## config.mk

```make
export PLATFORM = sky130hd
export DESIGN_NAME = adc_capture_ctrl
export DESIGN_NICKNAME = d
export VERILOG_FILES = /design/src/rtl/adc_capture_pkg.sv /design/src/rtl/capture_buffer_ram.sv /design/src/rtl/adc_capture_ctrl.sv
export SDC_FILE = /design/constraint.sdc
export NUM_CORES = 2
export LEC_CHECK = 0
export CAP_MARGIN = 20
export CORE_MARGIN = 2
export CORE_UTILIZATION = 46
export DETAILED_ROUTE_END_ITERATION = 6
export PLACE_DENSITY = 0.59
export RECOVER_POWER = 100
export SLEW_MARGIN = 10
export SYNTH_ARGS = -nofsm -noshare
export SYNTH_HDL_FRONTEND = slang
export SYNTH_SLANG_ARGS = --single-unit
```

## constraint.sdc

```tcl
create_clock -name clk -period 9.5 [get_ports clk]
set_input_delay 1.9 -clock clk [delete_from_list [all_inputs] [get_ports clk]]
set_output_delay 1.9 -clock clk [all_outputs]
set_load 0.05 [all_outputs]
```

## src/rtl/adc_capture_pkg.sv

```systemverilog
// Shared types and constants for the triggered ADC capture controller.
package adc_capture_pkg;

    typedef enum logic [2:0] {
        ST_IDLE       = 3'd0,
        ST_WAIT_FRAME = 3'd1,
        ST_ARMED      = 3'd2,
        ST_CAPTURE    = 3'd3,
        ST_READOUT    = 3'd4
    } state_t;

    localparam logic TRIG_RISING  = 1'b0;
    localparam logic TRIG_FALLING = 1'b1;

    localparam int DEFAULT_CAPTURE_DEPTH = 256;

endpackage

```

## src/rtl/capture_buffer_ram.sv

```systemverilog
// Simple dual-port capture store: one synchronous write port, one synchronous
// read port. The array has no reset; only the read register does, so the
// readout data path comes up at zero.
module capture_buffer_ram #(
    parameter int DATA_WIDTH = 8,
    parameter int DEPTH      = 256,
    localparam int AW        = $clog2(DEPTH)
) (
    input  logic                  clk,
    input  logic                  rst_n,
    input  logic                  i_we,
    input  logic [AW-1:0]         i_waddr,
    input  logic [DATA_WIDTH-1:0] i_wdata,
    input  logic [AW-1:0]         i_raddr,
    output logic [DATA_WIDTH-1:0] o_rdata
);

    logic [DATA_WIDTH-1:0] r_mem [DEPTH];
    logic [DATA_WIDTH-1:0] r_rdata;

    // Write port.
    always_ff @(posedge clk) begin
        if (i_we) begin
            r_mem[i_waddr] <= i_wdata;
        end
    end

    // Registered read port; re-reading the same address holds the output.
    always_ff @(posedge clk or negedge rst_n) begin
        if (!rst_n) begin
            r_rdata <= '0;
        end else begin
            r_rdata <= r_mem[i_raddr];
        end
    end

    assign o_rdata = r_rdata;

endmodule

```

## src/rtl/adc_capture_ctrl.sv

```systemverilog
// Triggered capture controller: enables the sampler, aligns to a frame start,
// waits for a threshold crossing or forced trigger, stores CAPTURE_DEPTH
// samples and plays them back over a valid/ready port.
//
// state         | meaning
// --------------+-----------------------------------------------------------
// ST_IDLE       | sampler off, waiting for arm
// ST_WAIT_FRAME | sampler on, discarding samples until a frame start
// ST_ARMED      | comparing consecutive samples against threshold
// ST_CAPTURE    | writing samples to addresses 1..CAPTURE_DEPTH-1
// ST_READOUT    | sampler off, one prefetch cycle then valid/ready playback
module adc_capture_ctrl
    import adc_capture_pkg::*;
#(
    parameter int DATA_WIDTH    = 8,
    parameter int CAPTURE_DEPTH = DEFAULT_CAPTURE_DEPTH
) (
    input  logic                  clk,
    input  logic                  rst_n,
    input  logic                  arm,
    input  logic                  abort,
    input  logic                  force_trig,
    input  logic [DATA_WIDTH-1:0] threshold,
    input  logic                  trig_falling,
    output logic                  sampler_enable,
    input  logic [DATA_WIDTH-1:0] s_data,
    input  logic                  s_valid,
    input  logic                  s_frame_start,
    output logic [DATA_WIDTH-1:0] rd_data,
    output logic                  rd_valid,
    input  logic                  rd_ready,
    output logic                  rd_last,
    output logic                  busy,
    output logic                  done
);

    localparam int AW = $clog2(CAPTURE_DEPTH);
    localparam logic [AW-1:0] LAST_ADDR = AW'(CAPTURE_DEPTH - 1);
    localparam logic [AW-1:0] ONE_ADDR  = AW'(1);

    state_t                r_state;
    logic                  r_force_pend;
    logic [DATA_WIDTH-1:0] r_prev;
    logic [AW-1:0]         r_wr_ptr;
    logic [AW-1:0]         r_rd_ptr;
    logic                  r_sampler_enable;
    logic                  r_rd_valid;
    logic                  r_rd_last;
    logic                  r_busy;
    logic                  r_done;

    logic                  w_rise;
    logic                  w_fall;
    logic                  w_cross;
    logic                  w_trig;
    logic                  w_we;
    logic                  w_hs;
    logic [AW-1:0]         w_wr_ptr_nxt;
    logic [AW-1:0]         w_rd_ptr_nxt;
    logic [AW-1:0]         w_raddr;

    assign w_rise  = (r_prev < threshold) && (s_data >= threshold);
    assign w_fall  = (r_prev > threshold) && (s_data <= threshold);
    assign w_cross = (trig_falling == TRIG_RISING) ? w_rise : w_fall;
    assign w_trig  = (r_state == ST_ARMED) && s_valid && (r_force_pend || w_cross);

    // In ARMED the write pointer is still 0, so the trigger sample lands at address 0.
    assign w_we = !abort && (w_trig || ((r_state == ST_CAPTURE) && s_valid));

    assign w_hs         = r_rd_valid && rd_ready;
    assign w_wr_ptr_nxt = r_wr_ptr + ONE_ADDR;
    assign w_rd_ptr_nxt = r_rd_ptr + ONE_ADDR;
    assign w_raddr      = w_hs ? w_rd_ptr_nxt : r_rd_ptr;

    capture_buffer_ram #(
        .DATA_WIDTH (DATA_WIDTH),
        .DEPTH      (CAPTURE_DEPTH)
    ) u_ram (
        .clk     (clk),
        .rst_n   (rst_n),
        .i_we    (w_we),
        .i_waddr (r_wr_ptr),
        .i_wdata (s_data),
        .i_raddr (w_raddr),
        .o_rdata (rd_data)
    );

    // Capture sequencing FSM with registered outputs; abort overrides everything.
    always_ff @(posedge clk or negedge rst_n) begin
        if (!rst_n) begin
            r_state          <= ST_IDLE;
            r_force_pend     <= 1'b0;
            r_prev           <= '0;
            r_wr_ptr         <= '0;
            r_rd_ptr         <= '0;
            r_sampler_enable <= 1'b0;
            r_rd_valid       <= 1'b0;
            r_rd_last        <= 1'b0;
            r_busy           <= 1'b0;
            r_done           <= 1'b0;
        end else begin
            r_done <= 1'b0;
            if (abort) begin
                r_state          <= ST_IDLE;
                r_force_pend     <= 1'b0;
                r_wr_ptr         <= '0;
                r_rd_ptr         <= '0;
                r_sampler_enable <= 1'b0;
                r_rd_valid       <= 1'b0;
                r_rd_last        <= 1'b0;
                r_busy           <= 1'b0;
            end else begin
                case (r_state)
                    ST_IDLE: begin
                        if (arm) begin
                            r_state          <= ST_WAIT_FRAME;
                            r_sampler_enable <= 1'b1;
                            r_busy           <= 1'b1;
                        end
                    end
                    ST_WAIT_FRAME: begin
                        if (s_valid && s_frame_start) begin
                            r_prev  <= s_data;
                            r_state <= ST_ARMED;
                        end
                    end
                    ST_ARMED: begin
                        if (force_trig) begin
                            r_force_pend <= 1'b1;
                        end
                        if (s_valid) begin
                            r_prev <= s_data;
                            if (r_force_pend || w_cross) begin
                                r_force_pend <= 1'b0;
                                r_wr_ptr     <= w_wr_ptr_nxt;
                                r_state      <= ST_CAPTURE;
                            end
                        end
                    end
                    ST_CAPTURE: begin
                        if (s_valid) begin
                            r_wr_ptr <= w_wr_ptr_nxt;
                            if (r_wr_ptr == LAST_ADDR) begin
                                r_state          <= ST_READOUT;
                                r_sampler_enable <= 1'b0;
                            end
                        end
                    end
                    ST_READOUT: begin
                        if (!r_rd_valid) begin
                            // Prefetch cycle: address 0 is being read this edge.
                            r_rd_valid <= 1'b1;
                            r_rd_last  <= 1'b0;
                        end else if (w_hs) begin
                            if (r_rd_last) begin
                                r_state    <= ST_IDLE;
                                r_rd_valid <= 1'b0;
                                r_rd_last  <= 1'b0;
                                r_rd_ptr   <= '0;
                                r_busy     <= 1'b0;
                                r_done     <= 1'b1;
                            end else begin
                                r_rd_ptr  <= w_rd_ptr_nxt;
                                r_rd_last <= (w_rd_ptr_nxt == LAST_ADDR);
                            end
                        end
                    end
                    default: begin
                        r_state <= ST_IDLE;
                    end
                endcase
            end
        end
    end

    assign sampler_enable = r_sampler_enable;
    assign rd_valid       = r_rd_valid;
    assign rd_last        = r_rd_last;
    assign busy           = r_busy;
    assign done           = r_done;

endmodule

```

==> reports/qor.yml <==
min_path:
  worstHoldPathType: "register to register"
  hp-start: "r_prev[1]"
  hold_end: "r_prev[1]"
  min_path_cells: 1
synth:
  syn-cell-area_um2: 93300
  synthFlopType: "edfxtp_1"
  yosysWarnings: 0
  synth_area_leaders: "edfxtp_1 (66%), mux2i_1 (8.3%), mux4_2 (5.6%)"
  synth-seq-cells: 2089
  yosysMostFrequentCell: "edfxtp_1"
  synth_top_cell_area_share_pct: 65.9
  syn_nets: 6457
  ys_seq_area_share_pct: 67.0
  ys_top_cells_by_count: "edfxtp_1 (2048), nand2_1 (918), mux2i_1 (774)"
  async_flop_share_pct: 1.96
  synth_cell_types: 81
  synth-edff-count: 2048
  syn_inst: 6410
  yosysTopAreaCell: "edfxtp_1"
  syn_area_per_cell_um2: 14.6
placement:
  gp_congestion: 0.962
  portBuffers: 37
  dpl.hpwl_um: 198000
power:
  p_per_area_nw_per_um2: 209
  ir_worst_vdd_mv: 0.156
  leakagePower_uw: 0.0334
global_routing:
  antenna_found_initial: 22
  grt_pass1_wl_um: 437000
  grt_max_degree: 146
  grtUsageMet1_pct: 41.5
  grt-ovfl-total: 0
  grt.met3_usage_pct: 7.14
  first_global_vias: 57621
  grt_use_met2_pct: 44.2
  grtUsageTotal_pct: 29.8
  grt.busiest_layer: "met2"
setup_path:
  max_stage_delay_ns: 2.35
  r2r_start: "r_rd_ptr[1]"
  critical_path_class: "input pin to register"
  critPathMaxFanout: 68
  reg2reg_to: "u_ram.o_rdata[3]"
  worst_path_most_repeated_cell: "clkbuf_1"
  end_kind: "register"
  critPathRequiredTime_ns: 9.67
  cp_cell_sequence: "clkbuf_1, clkbuf_1, clkbuf_1"
  start_kind: "input pin"
  cp.arrival_ns: 8.03
  cpMaxStageDelayCell: "clkbuf_1"
  ff2ff_path_depth: 11
  ff2ff_setup_slack_ns: 2.52
timing:
  setup_tns_ns: 0
  fin_worst_skew_ns: 0.0657
  hold_viol: 0
  worst_slew_pin_slew_ns: 4.14
  relSlewSlack_pct: -176
  fin_crit_sh_pct: 82.7
  fin_crit_ns: 7.86
  setup_viol: 0
  maxSlewViolCount: 1856
  rsz0062_at_grt: "no"
  fmax_mhz: 127
  fin_hold_ws_ns: 0.513
clock_tree:
  cts_resized: 0
  clk_transition_reported_paths_ns: 0.06
  h-tree-depth: 4
  numCtsBuffers: 215
  cts_hold_buf: 0
  clk_latency_ns: 0.89
  cts_num_sinks: 2089
  clk_path_buf_depth: 3
  cts-root-buf: "clkbuf_16"
  tritoncts: "yes"
  cts_setup_buffers: 0
finish:
  drive_above_1_share_pct: 11.3
  area_growth_syn_to_layout_pct: 10.6
  finalNetCount: 6449
  regArea_um2: 62500
  fillers: 16899
  multi_input_area_um2: 28600
floorplan:
  core_area_um2: 202000
  die_x_um: 454
  die_area_um2: 206000
  die_h_um: 454
  io_pins: 38
  rows: 165
  start_util_pct: 46.2
outcome:
  violations: "DRC, capacitance limit, slew limit"
  outcome: "finished, violations left"
drt:
  ant_nets: 0
  avgRoutedWirePerCell_um: 33.7
  drt_pass1_iterations: 7
  viasPerCell: 6.52
  finalWirelength_um: 313000
  num_vias: 60522
  drt_iter0_drc: 8092
  drc: 7
flow_run:
  maxCapViolCount: 36
per-stage QoR:
step / instances / area (um2) / total power [uW] / worst slack [ns] / util [%]
after floorplan: 6410 / 93300 / 12300 / 4.70 / -
after global placement: 8836 / 96600 / 13500 / 1.54 / 47.8
after detailed placement: 8848 / 96700 / 13500 / 1.96 / 47.9
after CTS: 9243 / 103000 / 21600 / 2.85 / 51.2
after global routing: 9269 / 103000 / 22100 / 1.50 / 51.1
final: 9281 / 103000 / 21600 / 1.64 / 51.1
layout make-up:
class	instances	share of cell area (%)
Clock inverter	116	1.00
Multi-Input combinational cell	3833	27.7
Inverter	23	0.0849
Tap cell	2672	3.24
Antenna cell	29	0.0703
Sequential cell	2089	60.6
Timing Repair Buffer	240	1.77
Clock buffer	279	5.52
worst max-delay path, delay by kind of cell:
family   cells  cell delay [ns]
buf+inv      3             6.00
where the power goes:
part	switching (uW)	internal (uW)
sequential	97.7	10200
clock	3660	4530
combinational	2100	1020
cell usage in the layout (no fill, tap or decap), types with 19 or more instances in the layout:
cell type,n
o22ai_1,36
a311oi_1,58
mux4_2,234
a31oi_1,76
clkinv_1,45
a211oi_1,181
nor4_1,28
a221oi_1,19
clkinv_2,43
mux2i_1,774
dfrtp_1,38
diode_2,29
nand2_1,914
or3_1,29
clkbuf_16,215
ha_1,21
edfxtp_1,2048
a22oi_1,50
clkbuf_1,127
a21oi_1,130
nor3_1,53
o21ai_0,82
and3_1,82
nand4_1,33
nor2_1,315
nand3_1,242
nor2b_1,81
inv_1,19
o211ai_1,20
nand2b_1,49
a32oi_1,69
buf_4,118
state kept, by name, summed over array words and instances, names as in the netlist, 3 cells and up:
register,count
r_wr_ptr,8
r_prev,8
r_rd_ptr,8
u_ram.r_mem,2048
u_ram.o_rdata,8
r_state,3
worst max-delay path by stage:
stage	start	to	depth (start not counted)
2_1_floorplan	threshold[5]	u_ram.r_mem[101][0]	12
3_3_place_gp	rd_ready	u_ram.o_rdata[2]	10
3_5_place_dp	rd_ready	u_ram.o_rdata[4]	10
4_1_cts	rd_ready	u_ram.o_rdata[4]	10
5_1_grt	s_data[0]	u_ram.r_mem[225][0]	3
6_report	s_data[0]	u_ram.r_mem[225][0]	3
per-layer routing:
metal  wire length (um)  share of wire [%]
met1             123000                 39
met2             137000                 44
met3              34200                 11
met4              18300                5.8
met5                 74              0.024
cell families (layout without fill, tap and decap cells):
logic type	Yosys count	count (layout)	synth area share (%)
multiplexers	1022	1022	14.1
buffers and inverters	488	658	2.61
other	0	29	0
XOR/XNOR	12	12	0.121
AO/OA/AOI/OAI	867	867	6.68
flip-flops	2089	2089	67.0
adder cells (fa/ha/maj)	22	22	0.295
AND/OR/NAND/NOR	1910	1910	9.17
(Power assumes the default switching activity.)
